[config.mk]
export PLATFORM = sky130hd
export DESIGN_NAME = div_unit
export DESIGN_NICKNAME = d
export VERILOG_FILES = /design/src/rtl/div_unit.sv
export SDC_FILE = /design/constraint.sdc
export NUM_CORES = 1
export LEC_CHECK = 0
export ABC_CLOCK_PERIOD_IN_PS = 9700
export BUFFER_PORTS_ARGS = -buffer_cell sky130_fd_sc_hd__buf_2
export CAP_MARGIN = 20
export CORE_MARGIN = 4
export CORE_UTILIZATION = 35
export DETAILED_ROUTE_END_ITERATION = 8
export GPL_TIMING_DRIVEN = 0
export HOLD_SLACK_MARGIN = 0.15
export SLEW_MARGIN = 20
export SYNTH_ARGS = -nofsm -noshare
export SYNTH_HDL_FRONTEND = slang
export SYNTH_SLANG_ARGS = --single-unit
export TNS_END_PERCENT = 100
[constraint.sdc]
create_clock -name clock -period 9.7 [get_ports clock]
set_clock_uncertainty 0.1 [all_clocks]
set_input_delay 2.425 -clock clock [delete_from_list [all_inputs] [get_ports clock]]
set_output_delay 2.425 -clock clock [all_outputs]
set_load 0.03 [all_outputs]
[src/rtl/div_unit.sv]
// rtl/div_unit.sv - multicycle signed restoring divider (one quotient bit per clock)
//
// Purpose: answers the datapath DIV request. Operands are latched on the
// accepting edge, WIDTH restoring steps follow, then the signed quotient (lo)
// and remainder (hi) are published with a one-cycle div_done pulse.
// Division by zero skips the iterations, leaves hi/lo untouched and raises
// div_zero together with div_done.
//
// Ports:
//   clock     in   rising-edge clock
//   reset     in   asynchronous active-high reset
//   div_start in   request pulse, sampled only while idle
//   a         in   dividend (two's complement)
//   b         in   divisor  (two's complement)
//   div_busy  out  high while a request is being processed
//   div_done  out  one-cycle result-valid pulse
//   div_zero  out  one-cycle divide-by-zero pulse (coincident with div_done)
//   hi        out  remainder, held until the next result
//   lo        out  quotient, held until the next result
module div_unit #(
  parameter int WIDTH = 32
) (
  input  logic             clock,
  input  logic             reset,
  input  logic             div_start,
  input  logic [WIDTH-1:0] a,
  input  logic [WIDTH-1:0] b,
  output logic             div_busy,
  output logic             div_done,
  output logic             div_zero,
  output logic [WIDTH-1:0] hi,
  output logic [WIDTH-1:0] lo
);

  localparam int CW = (WIDTH > 1) ? $clog2(WIDTH) : 1;

  typedef enum logic [1:0] {
    IDLE = 2'd0,
    CALC = 2'd1,
    DONE = 2'd2
  } state_t;

  state_t           state;
  logic [WIDTH-1:0] acc;
  logic [WIDTH-1:0] q;
  logic [WIDTH-1:0] divisor;
  logic [CW-1:0]    counter;
  logic             sign_q;
  logic             sign_r;
  logic             zero_flag;

  logic [WIDTH-1:0] abs_a;
  logic [WIDTH-1:0] abs_b;
  logic [WIDTH:0]   shifted;
  logic [WIDTH:0]   trial;
  logic             ge;

  always_comb begin
    // Magnitudes as unsigned values; the most negative input maps to 2^(WIDTH-1),
    // which still fits in WIDTH unsigned bits.
    abs_a   = a[WIDTH-1] ? -a : a;
    abs_b   = b[WIDTH-1] ? -b : b;
    // One restoring step: shift {acc,q} left, then compare/subtract on WIDTH+1
    // bits so the shifted-out accumulator MSB is never lost.
    shifted = {acc, q[WIDTH-1]};
    ge      = (shifted >= {1'b0, divisor});
    trial   = shifted - {1'b0, divisor};
  end

  always_ff @(posedge clock or posedge reset) begin
    if (reset) begin
      state     <= IDLE;
      acc       <= '0;
      q         <= '0;
      divisor   <= '0;
      counter   <= '0;
      sign_q    <= 1'b0;
      sign_r    <= 1'b0;
      zero_flag <= 1'b0;
      div_busy  <= 1'b0;
      div_done  <= 1'b0;
      div_zero  <= 1'b0;
      hi        <= '0;
      lo        <= '0;
    end else begin
      div_done <= 1'b0;
      div_zero <= 1'b0;
      case (state)
        IDLE: begin
          if (div_start) begin
            div_busy <= 1'b1;
            if (b == '0) begin
              zero_flag <= 1'b1;
              state     <= DONE;
            end else begin
              zero_flag <= 1'b0;
              divisor   <= abs_b;
              q         <= abs_a;
              acc       <= '0;
              sign_q    <= a[WIDTH-1] ^ b[WIDTH-1];
              sign_r    <= a[WIDTH-1];
              counter   <= CW'(WIDTH - 1);
              state     <= CALC;
            end
          end
        end
        CALC: begin
          acc <= ge ? trial[WIDTH-1:0] : shifted[WIDTH-1:0];
          q   <= {q[WIDTH-2:0], ge};
          if (counter == '0) begin
            state <= DONE;
          end else begin
            counter <= counter - CW'(1);
          end
        end
        DONE: begin
          div_busy <= 1'b0;
          div_done <= 1'b1;
          state    <= IDLE;
          if (zero_flag) begin
            div_zero  <= 1'b1;
            zero_flag <= 1'b0;
          end else begin
            lo <= sign_q ? -q : q;
            hi <= sign_r ? -acc : acc;
          end
        end
        default: state <= IDLE;
      endcase
    end
  end

endmodule

* Yosys cells after proc, flatten, opt, wreduce, memory -nomap -nowiden
Cells that the tools add are included.
** Cells by class
- Add/subtract/negate cells :: 6
- Order comparisons :: 1
- Equal/unequal tests :: 6
- Muxes and demuxes :: 27
- Bitwise logic cells :: 3
- Reductions and logical operators :: 11
** Operators with widths (count)
- 2-to-1 mux 32 bit :: 9
- negation 32 bit :: 4
- one-hot mux 32 bit (2 select lines) :: 2
- >= comparator 33 x 32 -> 1 bit :: 1
- zero test 32 bit :: 1
- subtractor 32 bit :: 1
- 2-to-1 mux 5 bit :: 3
- one-hot mux 5 bit (2 select lines) :: 1
- != test 2 bit (second input constant) :: 4
- 2-to-1 mux 1 bit :: 6
- 2-to-1 mux 2 bit :: 3
- AND reduction 2 bit :: 3
- AND reduction 3 bit :: 2
- zero test 5 bit :: 1
- subtractor 5 x 1 -> 5 bit (second input constant) :: 1
- one-hot mux 1 bit (2 select lines) :: 2
- one-hot mux 2 bit (2 select lines) :: 1
- AND reduction 4 bit :: 1
- nonzero test 2 bit :: 2
- == test 2 x 1 -> 1 bit (second input constant) :: 1
- == test 2 bit (second input constant) :: 1
- zero test 2 bit :: 1
- inverter 1 bit :: 2
- bitwise XOR 1 bit :: 1
** Storage, ports and cells
- Register bits :: 173
- Input bits :: 67

* Depth between registers and ports, before layout
Gate-level depths: netlist of run 1.
- Depth after elaboration :: 5
- Depth in mapped cells :: 15
- Mapped depth without buffers :: 14

* Least setup slack after synthesis of run 1
No wires, ideal clock.
- Path type :: input port to flip-flop
- From :: in b[22]
- To :: reg divisor[2]
- Setup time :: 0.131 ns
- Arrival time :: 4.866 ns
- Required time :: 9.469 ns
- Path slack :: 4.603 ns
- Stages on the path :: 12
- Buffers on the path :: 3
- Cell sequence :: or4_1 > or3_1 > or4_1 > nor3_2 > nor2b_1 > clkbuf_1 > nand2_2 > nor2_1 > clkbuf_1 > clkbuf_1 > nand2_1 > o21ai_0
** On the way
- Longest elaborated chain between the ends :: 3
** RTL lines
- start: declaration :: RTL line 27 : input logic [WIDTH-1:0] b,
- zero test 32 bit :: RTL line 92 : if (b == '0) begin
- inverter 1 bit (no line)
- AND reduction 3 bit (no line)
- end signal: assignment :: RTL line 97 : divisor <= abs_b;
- end: declaration :: RTL line 46 : logic [WIDTH-1:0] divisor;
No other way between the ends.
A chain may end at the register's enable or synchronous reset.

* Final worst setup path of run 1
- From :: in b[2]
- To :: reg divisor[8]
** On the way
- Longest elaborated chain between the ends :: 3
- Elaborated cells between the ends (all ways) :: 5
- Classes of those cells :: add/sub: 1; mux: 1; bitwise: 1; reduce/logical: 2
** RTL lines
- branches (longest 3 deep; another with negation 32 bit)
Several ways; the timed one is not identified.

==> run_results.csv, run 1 <==
group,metric,value,unit
synthesis,yosysMostFrequentCell,"dfrtp_1",
synthesis,synth_cells,1296,
synthesis,avgSynthCellArea,8.572,um^2
place,hpwl,24630,um
clock_tree,worstSkewPairLatency,440,ps
setup_path,worstSetupPathType,"input port to flop",
timing,finalSetupViolCount,0,
timing,rsz0062_at_grt,"false",
drt,vias,9931,
final_layout,drive_gt1_frac,0.1327,
outcome,status,"finished, final reports clean",
synthesis,yosys_warnings,0,
die,num_io_pins,134,
drt,wl,31700,um
synthesis,ys_seq_area_frac,0.3897,
die,fp.dieW,186.2,um
die,row_count,64,
timing,slew_headroom,0.4022,
power,p_leak,5.632,nW
place,gp_congestion,0.8856,
global_routing,grt_usage,0.1834,
final_layout,diodes,0,
drt,routed.top_layer,"met4",
power,ir_drop,0.1841,mV
timing,hold_violations,0,
timing,fin_tns_setup,0,ps
setup_path,required,9900,ps
setup_path,critPathSlowestCell,"or4_1",
setup_path,path_max_fanout,10,
setup_path,crit_path_end_kind,"flop",
synthesis,synth_ff_type,"dfrtp_1",
synthesis,syn_nets,1402,
clock_tree,post_cts_resized,0,
timing,final_max_slew_viol_count,0,
final_layout,final_nets,1555,
setup_path,crit_top_cell,"clkbuf_1",
synthesis,synth-edff-count,0,
timing,finalCritPeriodShare,0.5942,
drt,ant_nets,0,
global_routing,grt_pass1_wl,51160,um
drt,viasPerCell,5.345,
clock_tree,post-cts-setup-buffers,0,
setup_path,arrival,5970,ps
global_routing,antenna_found_initial,0,
clock_tree,cts_max_level,4,
synthesis,async_reset_ff_frac,1.000,
timing,fmax,0.1735,GHz
die,coreArea,30990,um^2
drt,drc,0,
synthesis,synth_area_leader_cell,"dfrtp_1",
die,die-area,34660,um^2
place,io_buffers,133,
die,die_height,186.2,um
final_layout,syn2layout_area_growth,16.35,%
setup_path,crit_chain,"buf_2 > or4_1 > nor3_1 > nand4_1 > nor3_2 > nor2b_1 > clkbuf_1 > nand2_2 > nor2_1 > clkbuf_1 > clkbuf_1 > nand2_1 > o21ai_0",
setup_path,slowest_delay,570,ps
power,powerDensity,356.0,nW/um^2
clock_tree,cts_buffer_depth,2,
global_routing,grt_max_degree,92,
die,initial_core_util,0.3585,
drt,wl_met1,15340,um
clock_tree,tritoncts,"yes",
job,maxCapViolations,0,
timing,worstMarginPinSlew,892.5,ps
synthesis,ys_top_cells_by_count,"dfrtp_1, nand2_1, o21ai_0, a21oi_1, xnor2_1",
drt,drt_iter0_drc,570,
synthesis,synth.distinct_cells,64,
clock_tree,ctsRootBufferMaster,"clkbuf_16",
synthesis,yosysTopAreaCellShare,0.3897,
min_path,holdCritPathClass,"flop to flop",
drt,wl_per_cell,17.06,um
timing,min_period,5764,ps
synthesis,ys_top_cells_by_area,"dfrtp_1, xnor2_1, o21ai_0, nand2_1, xor2_1",
synthesis,syn_area,11110,um^2
drt,wl_met2,14610,um
clock_tree,cts-buffers-inserted,17,
clock_tree,clk_pin_slew,70,ps
setup_path,cp-start-kind,"input port",
place,place_ws,3457,ps
global_routing,overflow,0,
drt,wl_met3,1165,um
clock_tree,postCtsHoldBufs,0,
final_layout,nFillCells,3156,
drt,first_pass_iters,5,
global_routing,grt_pass1_vias,9547,
synthesis,ys_seq_elements,173,
clock_tree,clock-sinks,173,
timing,setup_ws,3936,ps
==> final timing paths <==
| kind | from | to | slack [ps] | cells after the start |
|---|---|---|---|---|
| setup / recovery | b[2] | divisor[8]$_DFFE_PP0P_ | 3940 | 13 |
| min in group asynchronous | reset | hi[27]$_DFFE_PP0P_ | 1960 | 2 |
| hold / removal | lo[18]$_DFFE_PP0P_ | lo[18]$_DFFE_PP0P_ | 370 | 2 |
| max in group asynchronous | reset | q[11]$_DFFE_PP0P_ | 6690 | 3 |
| setup reg to reg | acc[12]$_DFFE_PP0P_ | acc[30]$_DFFE_PP0P_ | 5500 | 12 |
| hold reg to reg | lo[18]$_DFFE_PP0P_ | lo[18]$_DFFE_PP0P_ | 370 | 2 |
==> cells in the final DEF, fill, tap and decap left out, types with 17 or more instances in the layout <==
cell type / Yosys / layout
dfrtp_1: 173 / 173
nand2_1: 170 / 170
o21ai_0: 141 / 141
buf_2: 7 / 140
a21oi_1: 93 / 93
xnor2_1: 83 / 83
xor2_1: 66 / 66
o22ai_1: 58 / 58
clkbuf_1: 57 / 57
nor2_1: 53 / 53
inv_1: 54 / 53
ha_1: 38 / 38
nand3_1: 30 / 30
o31ai_1: 27 / 27
o21ai_1: 23 / 23
mux2i_1: 23 / 23
o41ai_1: 19 / 19
clkbuf_16: 0 / 17
==> per-stage QoR <==
stage	utilization	instance area, um^2	hold WS (ps)	power, mW	std cells
3_5_place_dp	0.3971	12310	364.0	3.856	1826
2_1_floorplan	-	11110	353.8	3.185	1296
3_3_place_gp	0.3960	12270	359.2	3.818	1825
4_1_cts	0.4171	12930	380.5	4.600	1858
5_1_grt	0.4171	12930	394.0	4.996	1858
6_report	0.4171	12930	372.8	4.602	1858
==> cell type report <==
class	count	area, um^2	share of cell area
Multi-Input combinational cell	998	6302	0.4876
Sequential cell	173	4329	0.3349
Timing Repair Buffer	134	693.2	0.05363
Tap cell	396	495.5	0.03833
Clock buffer	18	439.2	0.03398
Buffer	70	271.5	0.02100
Inverter	55	214.0	0.01655
Clock inverter	14	181.4	0.01404
==> cells by family (layout without fill, tap and decap cells) <==
family          count (synthesis)  in the layout  synth area share
xor+xnor                      149            149            0.1175
buf+inv                       125            291           0.04302
compound gates                427            427            0.2296
simple gates                  359            359            0.1538
mux                            24             24           0.02174
flops                         173            173            0.3897
fa+ha+maj                      39             39           0.04460
==> routing by layer <==
metal  track usage  vias to the layer above
met1        0.2598                     4706
met4       0.04751                        0
met5             0                        -
li1              -                     4974
met2        0.2987                      214
met3       0.02353                       37
==> worst max-delay path: cells and delay by family <==
| kind | cells | cell delay, ps |
|---|---|---|
| AND/OR/NAND/NOR | 8 | 2510 |
| AO/OA/AOI/OAI | 1 | 90 |
| buffers and inverters | 4 | 940 |
==> flip-flops by register name, indices dropped and copies added, names as in the netlist <==
| register | flops |
|---|---|
| div_busy | 1 |
| divisor | 32 |
| acc | 32 |
| lo | 32 |
| div_done | 1 |
| div_zero | 1 |
| sign_q | 1 |
| q | 32 |
| counter | 5 |
| zero_flag | 1 |
| state | 2 |
| hi | 32 |
| sign_r | 1 |
==> where the power goes <==
part	internal, mW	switching (mW)
clock	0.419	0.318
combinational	1.05	1.55
sequential	0.990	0.284
Note: power is estimated with default switching activity, not from simulation.
==> run 2: changes to the inputs <==
--- a/config.mk
+++ b/config.mk
@@ -5,7 +5,7 @@
 export SDC_FILE = /design/constraint.sdc
 export NUM_CORES = 1
 export LEC_CHECK = 0
-export ABC_CLOCK_PERIOD_IN_PS = 9700
+export ABC_CLOCK_PERIOD_IN_PS = 4700
 export BUFFER_PORTS_ARGS = -buffer_cell sky130_fd_sc_hd__buf_2
 export CAP_MARGIN = 20
 export CORE_MARGIN = 4
==> constraint.sdc (replaced) <==
create_clock -name clock -period 4.7 [get_ports clock]
set_clock_uncertainty 0.1 [all_clocks]
set_input_delay 1.175 -clock clock [delete_from_list [all_inputs] [get_ports clock]]
set_output_delay 1.175 -clock clock [all_outputs]
set_load 0.03 [all_outputs]
==> run_results.csv, run 2 (synthesis gave the netlist of run 1 again) <==
group,metric,value,unit
clock_tree,cts_max_level,4,
outcome,status,"finished, final reports clean",
timing,worstMarginPinSlew,894.4,ps
clock_tree,clk_pin_slew,70,ps
drt,ant_nets,0,
global_routing,overflow,0,
global_routing,top_usage_layer,"met2",
setup_path,worst-r2r-setup-slack,460,ps
setup_path,cp-start-kind,"input port",
final_layout,finish.instance_area,13000,um^2
global_routing,grtUsageMet1,0.2626,
clock_tree,worstSkewPairLatency,440,ps
place,hpwl,25160,um
die,die-area,34660,um^2
die,die_height,186.2,um
min_path,holdCritPathClass,"flop to flop",
timing,fin_hold_ws,375.6,ps
timing,fin_tns_setup,0,ps
timing,slew_headroom,0.3983,
place,dp.cells,1831,
timing,finalCritPeriodShare,0.9438,
die,fp.dieW,186.2,um
place,placed_area,12390,um^2
setup_path,path_max_fanout,10,
final_layout,layout_common_cells,"dfrtp_1, nand2_1, o21ai_0",
power,powerDensity,727.6,nW/um^2
final_layout,diodes,0,
final_layout,final_nets,1560,
clock_tree,cts-buffers-inserted,17,
global_routing,grt_pass1_wl,51470,um
drt,drc,0,
global_routing,grt_pass1_vias,9601,
timing,hold_violations,0,
global_routing,grtUsageMet3,0.02178,
clock_tree,post-cts-setup-buffers,0,
power,ir_drop,0.3779,mV
final_layout,syn2layout_area_growth,16.97,%
drt,vias,9979,
drt,drt_iter0_drc,681,
drt,wl_per_cell,17.03,um
final_layout,drive_gt1_frac,0.1363,
die,num_io_pins,134,
job,maxCapViolations,0,
drt,first_pass_iters,5,
drt,viasPerCell,5.356,
setup_path,required,4900,ps
setup_path,crit_path_end_kind,"flop",
global_routing,grt_max_degree,34,
die,row_count,64,
clock_tree,postCtsHoldBufs,0,
drt,wl,31730,um
setup_path,worstSetupPathType,"input port to flop",
clock_tree,clock-sinks,173,
die,coreArea,30990,um^2
timing,finalSetupViolCount,0,
timing,fmax,0.2254,GHz
timing,min_period,4436,ps
clock_tree,ctsRootBufferMaster,"clkbuf_16",
final_layout,stdcell_count,1863,
die,initial_core_util,0.3585,
min_path,min_path_cells,2,
setup_path,worstRegToRegCells,12,
power,p_leak,5.656,nW
place,gp_congestion,0.8847,
clock_tree,cts_buffer_depth,2,
place,io_buffers,133,
setup_path,arrival,4630,ps
global_routing,antenna_found_initial,0,
global_routing,grt.met2_usage,0.2988,
timing,rsz0062_at_grt,"false",
timing,final_max_slew_viol_count,0,
clock_tree,tritoncts,"yes",
final_layout,final_common_cell,"dfrtp_1",
global_routing,grt_usage,0.1841,
==> run 2: final cells by class <==
cell class	count	area [um^2]
inverter	55	210.2
sequential	173	4329
tap	396	495.5
multi-input combinational	998	6307
clock buffer	18	439.2
timing repair buffer	139	785.8
fill	3140	17990
clock inverter	14	156.4
buffer	70	271.5
==> run 2: path summary, 6_finish.rpt <==
path | from | endpoint
min in group asynchronous | reset | acc[23]$_DFFE_PP0P_
worst min-delay path | lo[13]$_DFFE_PP0P_ | lo[13]$_DFFE_PP0P_
worst max-delay path | b[22] | divisor[9]$_DFFE_PP0P_
worst max register to register | acc[12]$_DFFE_PP0P_ | acc[28]$_DFFE_PP0P_
max in group asynchronous | reset | q[5]$_DFFE_PP0P_
worst min register to register | lo[13]$_DFFE_PP0P_ | lo[13]$_DFFE_PP0P_
==> run 2: per-stage QoR <==
step	util	power, mW	setup WS (ps)
after floorplan	-	6.573	852.9
after global placement	0.3961	7.892	-307.3
after detailed placement	0.4000	7.973	-354.9
after CTS	0.4192	9.452	95.84
after global routing	0.4193	10.27	7.055
final	0.4193	9.456	264.0
==> run 2: metal layers <==
layer | wire length, um | up-vias
li1 | - | 4971
met1 | 15150 | 4755
met2 | 14770 | 217
met3 | 1236 | 36
met4 | 567 | 0
met5 | 0 | -
==> run 2: power breakdown <==
part / leakage, nW / switching [mW] / internal [mW] / total, mW
clock network: 0.286 / 0.654 / 0.809 / 1.46
logic: 3.21 / 3.19 / 2.16 / 5.35
registers: 2.16 / 0.598 / 2.04 / 2.64
total: 5.66 / 4.44 / 5.02 / 9.46
==> run 2: what timing repair did <==
action                                  4_1_cts  5_1_grt
resized for setup                             0        1
hold endpoints to repair                      0        0
endpoints found under the setup margin        0       29
==> run 2: worst max-delay path, stage by stage <==
cell and delay (ps):
buf_2 130, or4_1 570, or3_1 390, or4_1 460, nor3_2 460, nor2b_1 90, clkbuf_1 190, nand2_2 220
nor2_1 70, clkbuf_1 310, clkbuf_1 320, nand2_1 130, o21ai_0 100
==> run 3: changes to the inputs <==
--- a/config.mk
+++ b/config.mk
@@ -5,9 +5,9 @@
 export SDC_FILE = /design/constraint.sdc
 export NUM_CORES = 1
 export LEC_CHECK = 0
-export ABC_CLOCK_PERIOD_IN_PS = 4700
 export BUFFER_PORTS_ARGS = -buffer_cell sky130_fd_sc_hd__buf_2
 export CAP_MARGIN = 20
+export CORE_ASPECT_RATIO = 0.75
 export CORE_MARGIN = 4
 export CORE_UTILIZATION = 35
 export DETAILED_ROUTE_END_ITERATION = 8
==> run_results.csv, run 3 (synthesis gave the netlist of run 1 again) <==
group,metric,value,unit
place,hpwl,26600,um
timing,fin_tns_setup,0,ps
clock_tree,cts-buffers-inserted,17,
timing,slew_headroom,0.2793,
timing,finalCritPeriodShare,0.9437,
timing,hold_violations,0,
place,placed_area,12410,um^2
die,die_height,162.3,um
setup_path,cp-start-kind,"input port",
clock_tree,clk_pin_slew,60,ps
global_routing,grt_usage,0.1951,
global_routing,grt_pass1_wl,53730,um
setup_path,path_max_fanout,10,
die,coreArea,31250,um^2
drt,viasPerCell,5.496,
power,ir_drop,0.3205,mV
global_routing,grt_pass1_vias,9786,
final_layout,drive_gt1_frac,0.1363,
clock_tree,clock-sinks,173,
die,initial_core_util,0.3555,
setup_path,arrival,4630,ps
final_layout,syn2layout_area_growth,17.55,%
setup_path,worstSetupPathType,"input port to flop",
global_routing,grt_max_degree,34,
final_layout,final_common_cell,"dfrtp_1",
final_layout,utilization,0.4179,
setup_path,crit_path_end_kind,"flop",
place,place_ws,-474.3,ps
final_layout,layout_common_cells,"dfrtp_1, nand2_1, o21ai_0",
timing,fmax,0.2255,GHz
timing,min_period,4436,ps
power,powerDensity,736.0,nW/um^2
drt,drt_iter0_drc,792,
clock_tree,tritoncts,"yes",
setup_path,worst-r2r-setup-slack,400,ps
setup_path,worstRegToRegCells,13,
timing,worstMarginPinSlew,1076,ps
min_path,whs_endpoint,"hi[30]$_DFFE_PP0P_",
power,power,9.612,mW
place,dp.cells,1841,
global_routing,antenna_found_initial,1,
clock_tree,cts_max_level,4,
min_path,min_path_cells,2,
die,fp.dieW,213.7,um
outcome,status,"finished, final reports clean",
timing,final_max_slew_viol_count,0,
drt,wl_per_cell,18.27,um
timing,setup_ws,264.4,ps
clock_tree,ctsRootBufferMaster,"clkbuf_16",
setup_path,required,4890,ps
clock_tree,cts_buffer_depth,2,
timing,finalSetupViolCount,0,
drt,vias,10300,
min_path,holdCritStartpoint,"hi[30]$_DFFE_PP0P_",
setup_path,r2r_start,"acc[7]$_DFFE_PP0P_",
final_layout,stdcell_count,1874,
drt,first_pass_iters,5,
min_path,holdCritPathClass,"flop to flop",
die,row_count,56,
setup_path,r2r-end,"acc[28]$_DFFE_PP0P_",
place,io_buffers,133,
clock_tree,postCtsHoldBufs,0,
final_layout,final_nets,1560,
place,gp_congestion,0.9099,
drt,drc,0,
setup_path,crit_start,"b[22]",
timing,rsz0062_at_grt,"false",
job,maxCapViolations,0,
drt,ant_nets,0,
power,p_leak,5.674,nW
timing,fin_hold_ws,376.0,ps
die,die-area,34680,um^2
global_routing,overflow,0,
clock_tree,worstSkewPairLatency,450,ps
final_layout,finish.instance_area,13060,um^2
drt,wl,34230,um
die,num_io_pins,134,
==> run 3: metal layers <==
metal  GRT usage  routed length [um]  vias up
met5           0                   0        -
met4     0.04623                 617        0
met3     0.03920                1986       35
met2      0.2832               14610      295
met1      0.2981               17020     5006
li1            -                   -     4963
==> run 3: how the worst max path moves through the flow <==
| stage | cells past startpoint | end |
|---|---|---|
| final | 13 | divisor[6]$_DFFE_PP0P_ |
| after detailed placement | 13 | divisor[6]$_DFFE_PP0P_ |
| after CTS | 13 | divisor[6]$_DFFE_PP0P_ |
| after global routing | 13 | divisor[6]$_DFFE_PP0P_ |
| after global placement | 13 | divisor[6]$_DFFE_PP0P_ |
| after floorplan | 12 | divisor[2]$_DFFE_PP0P_ |
==> run 3: what timing repair did <==
action	CTS	global route
setup endpoints to repair	4	4
gates resized for setup	1	1
buffers inserted	0	0
==> run 3: critical path, stage by stage <==
cell and delay, ps:
buf_2 130, or4_1 560, or3_1 380, or4_1 500, nor3_2 360, nor2b_1 90
clkbuf_1 180, nand2_2 210, nor2_1 70, clkbuf_1 350, clkbuf_1 370, nand2_1 140
o21ai_0 90
==> run 3: layout make-up <==
class                           count  area, um^2
Clock buffer                       19       442.9
Sequential cell                   173        4329
Inverter                           55       210.2
Fill cell                        3175       18190
Timing Repair Buffer              139       793.3
Clock inverter                     13       187.7
Tap cell                          406       508.0
Multi-Input combinational cell    998        6314
Antenna cell                        1       2.502
Buffer                             70       271.5
==> run 3: power breakdown <==
part / switching, mW / internal [mW] / total, mW
logic: 3.26 / 2.17 / 5.42
clock network: 0.647 / 0.909 / 1.56
registers: 0.588 / 2.04 / 2.63
total: 4.49 / 5.12 / 9.61
